## src/rtl/enable_register.sv

```systemverilog
// enable_register: a WIDTH-bit D register with a synchronous load enable and
// an asynchronous active-high reset. The rstn port keeps its historical name,
// but a 1 on it asserts reset.
module enable_register #(
    parameter int unsigned          WIDTH       = 8,
    parameter logic [WIDTH-1:0]     RESET_VALUE = '0
) (
    input  logic             clk,
    input  logic             rstn,
    input  logic [WIDTH-1:0] data,
    input  logic             en,
    output logic [WIDTH-1:0] q
);

    // Reject widths outside 1..64 when the design is elaborated.
    generate
        if (WIDTH < 1 || WIDTH > 64) begin : gWidthCheck
            $error("enable_register: WIDTH must be in 1..64");
        end
    endgenerate

    logic [WIDTH-1:0] storage_q;
    logic [WIDTH-1:0] storage_d;

    // Next state: take the whole input word when enabled, otherwise hold.
    always_comb begin
        storage_d = storage_q;
        if (en) begin
            storage_d = data;
        end
    end

    // State register: reset acts at once, and loads happen only on the clock edge.
    always_ff @(posedge clk or posedge rstn) begin
        if (rstn) begin
            storage_q <= RESET_VALUE;
        end else begin
            storage_q <= storage_d;
        end
    end

    assign q = storage_q;

endmodule

```

## config.mk

```make
export PLATFORM = sky130hd
export DESIGN_NAME = enable_register
export DESIGN_NICKNAME = d
export VERILOG_FILES = /design/src/rtl/enable_register.sv
export SDC_FILE = /design/constraint.sdc
export NUM_CORES = 1
export LEC_CHECK = 0
export ABC_CLOCK_PERIOD_IN_PS = 900
export BUFFER_PORTS_ARGS = -buffer_cell sky130_fd_sc_hd__buf_2
export CAP_MARGIN = 5
export CORE_AREA = 2 2 39 41
export CTS_CLUSTER_DIAMETER = 80
export CTS_CLUSTER_SIZE = 16
export DETAILED_ROUTE_END_ITERATION = 7
export DIE_AREA = 0 0 41 43
export SETUP_SLACK_MARGIN = 0.3
export SYNTH_ARGS = -nofsm -noshare
export SYNTH_HDL_FRONTEND = slang
export SYNTH_SLANG_ARGS = --single-unit
```

## constraint.sdc

```tcl
create_clock -name clk -period 0.9 [get_ports clk]
set_input_delay 0.045 -clock clk [delete_from_list [all_inputs] [get_ports clk]]
set_output_delay 0.045 -clock clk [all_outputs]
set_load 0.01 [all_outputs]
```

==> impl_metrics.tcl <==
set metrics [dict create \
    status "completed" \
    endpoint_kind "output port" \
    dp_slack_ps 132 \
    crit_start "q[1]$_DFFE_PP0P_" \
    finalMaxSlewViolations 0 \
    grt_overflow 0 \
    dpl.cell_count 51 \
    netlist.area_leader.share_pct 59.7 \
    synth_nets 29 \
    n_antenna_cell 0 \
    synth.distinct_cells 4 \
    netlist_instances 18 \
    vias 214 \
    clk_latency_ps 250 \
    cts_buffer_depth 2 \
    p_leak_nw 0.254 \
    drt_iter0_drc 0 \
    synth_area_leaders "dfrtp_1, mux2_4, buf_6" \
    cts_inserted_buffers 3 \
    cp.arrival_ps 780 \
    worst_slew_pin_slew_ps 301 \
    slew_headroom_pct 79.9 \
    p_total_uw 836 \
    viasPerCell 3.89 \
    ioPinCount 19 \
    antenna_left 0 \
    avgSynthCellArea_um2 18.6 \
    crit_buf_inv 1 \
    wl_um 595 \
    min_period_ps 820 \
    core_um2 1380 \
    die_y_um 43 \
    rr_startpoint "q[1]$_DFFE_PP0P_" \
    fin_tns_setup_ps 0 \
    worst-endpoint-required_ps 850 \
    final_cells 55 \
    die_area_um2 1760 \
    grt_use_total_pct 9.22 \
    finalCritPeriodShare_pct 91.1 \
    cp-start-kind "flop" \
    power.density_nw_per_um2 1790 \
    finalHoldViolations 0 \
    drc_errors 0 \
    hold_path.class "in2reg" \
    grt_pass1_vias 225 \
    root_buffer "clkbuf_4" \
    slowest_stage "dfrtp_1" \
    cp_max_fo 2 \
    die_x_um 41 \
    grt_max_degree 9 \
    rsz0062_at_grt "yes" \
    fmax_mhz 1220 \
    path_clk_slew_ps 50 \
    worstSetupPathType "reg2out" \
    setup_viol 0 \
    avgRoutedWirePerCell_um 10.8 \
    numPortBuffers 18 \
    cap_violations 0 \
    setup_slack_ps 79.7 \
    synth_seq_cells 8 \
    grt_pass1_wl_um 1010 \
    yosysTopAreaCell "dfrtp_1" \
    fin_nets 52 \
    rows 14 \
    start_util_pct 24.2 \
    peakVddDrop_mv 0.605 \
    whs_ps 23.3 \
    cts_tree "done" \
    yosysWarnings 0 \
    cts_sinks 8 \
    cts_max_level 1 \
    max_stage_delay_ps 380 \
    ys_seq_area_share_pct 59.7 \
    grt_antenna_before_repair 0 \
    crit_chain "buf_2" \
    syn_to_final_growth_pct 39.2 \
    skew_ps 0 \
    cts.repair.resized 0 \
    dr.pass1.iters 1 \
    routabilityCongestion 0.608 \
    syn-cell-area_um2 335 \
    worst_path_dominant_cell_family "flip-flops" \
    largest_reg_flops 8 \
    hp-start "data[0]" \
    drive_gt1_share_pct 74.4 \
]
==> layout by cell type (no fill, tap or decap) <==
cell,n
buf_2,18
mux2_4,8
dfrtp_1,8
clkbuf_4,3
inv_1,1
dlygate4sd3_1,1
==> per-stage QoR <==
| step | utilization [%] | area [um^2] |
|---|---|---|
| 2_1_floorplan | - | 335 |
| 3_3_place_gp | 31.4 | 434 |
| 3_5_place_dp | 31.4 | 434 |
| 4_1_cts | 33.7 | 467 |
| 5_1_grt | 33.7 | 467 |
| 6_report | 33.7 | 467 |
==> Yosys cell counts <==
library cell,count
inv_1,1
dfrtp_1,8
mux2_4,8
buf_6,1
==> layout make-up <==
| cell class | count | area [um^2] |
|---|---|---|
| Multi-Input combinational cell | 8 | 120 |
| Inverter | 1 | 3.75 |
| Clock buffer | 3 | 22.5 |
| Sequential cell | 8 | 200 |
| Tap cell | 16 | 20.0 |
| Fill cell | 132 | 917 |
| Timing Repair Buffer | 19 | 100 |
==> path summary, 6_finish.rpt <==
| check | end | slack, ps | depth (start not counted) |
|---|---|---|---|
| max reg2reg | q[1]$_DFFE_PP0P_ | 130 | 1 |
| min reg2reg | q[3]$_DFFE_PP0P_ | 500 | 1 |
| min in group asynchronous | q[6]$_DFFE_PP0P_ | 280 | 3 |
| max in group asynchronous | q[4]$_DFFE_PP0P_ | 390 | 3 |
| max | q[1] | 80 | 1 |
| min | q[0]$_DFFE_PP0P_ | 20 | 2 |
==> layer usage <==
layer | GRT usage (%) | wire length (um) | vias up
met1 | 10.6 | 279 | 103
met5 | 0 | 0 | -
met2 | 11.9 | 291 | 8
met4 | 10.0 | 0 | 0
met3 | 3.14 | 24 | 0
li1 | - | - | 103
==> cells by family after synthesis <==
kind of cell | Yosys count | synth area share (%)
buffers and inverters | 2 | 4.48
DFF | 8 | 59.7
muxes | 8 | 35.8
==> repair_timing <==
item | 4_1_cts | 5_1_grt
buffers inserted | 0 | 0
hold buffers | 1 | 0
endpoints found under the setup margin | 16 | 16
hold endpoints to repair | 8 | 0
==> where the power goes <==
group	switching [mW]	internal (mW)
clock	0.113	0.152
combinational	0.0608	0.0950
sequential	0.0187	0.396
(Power assumes the default switching activity.)
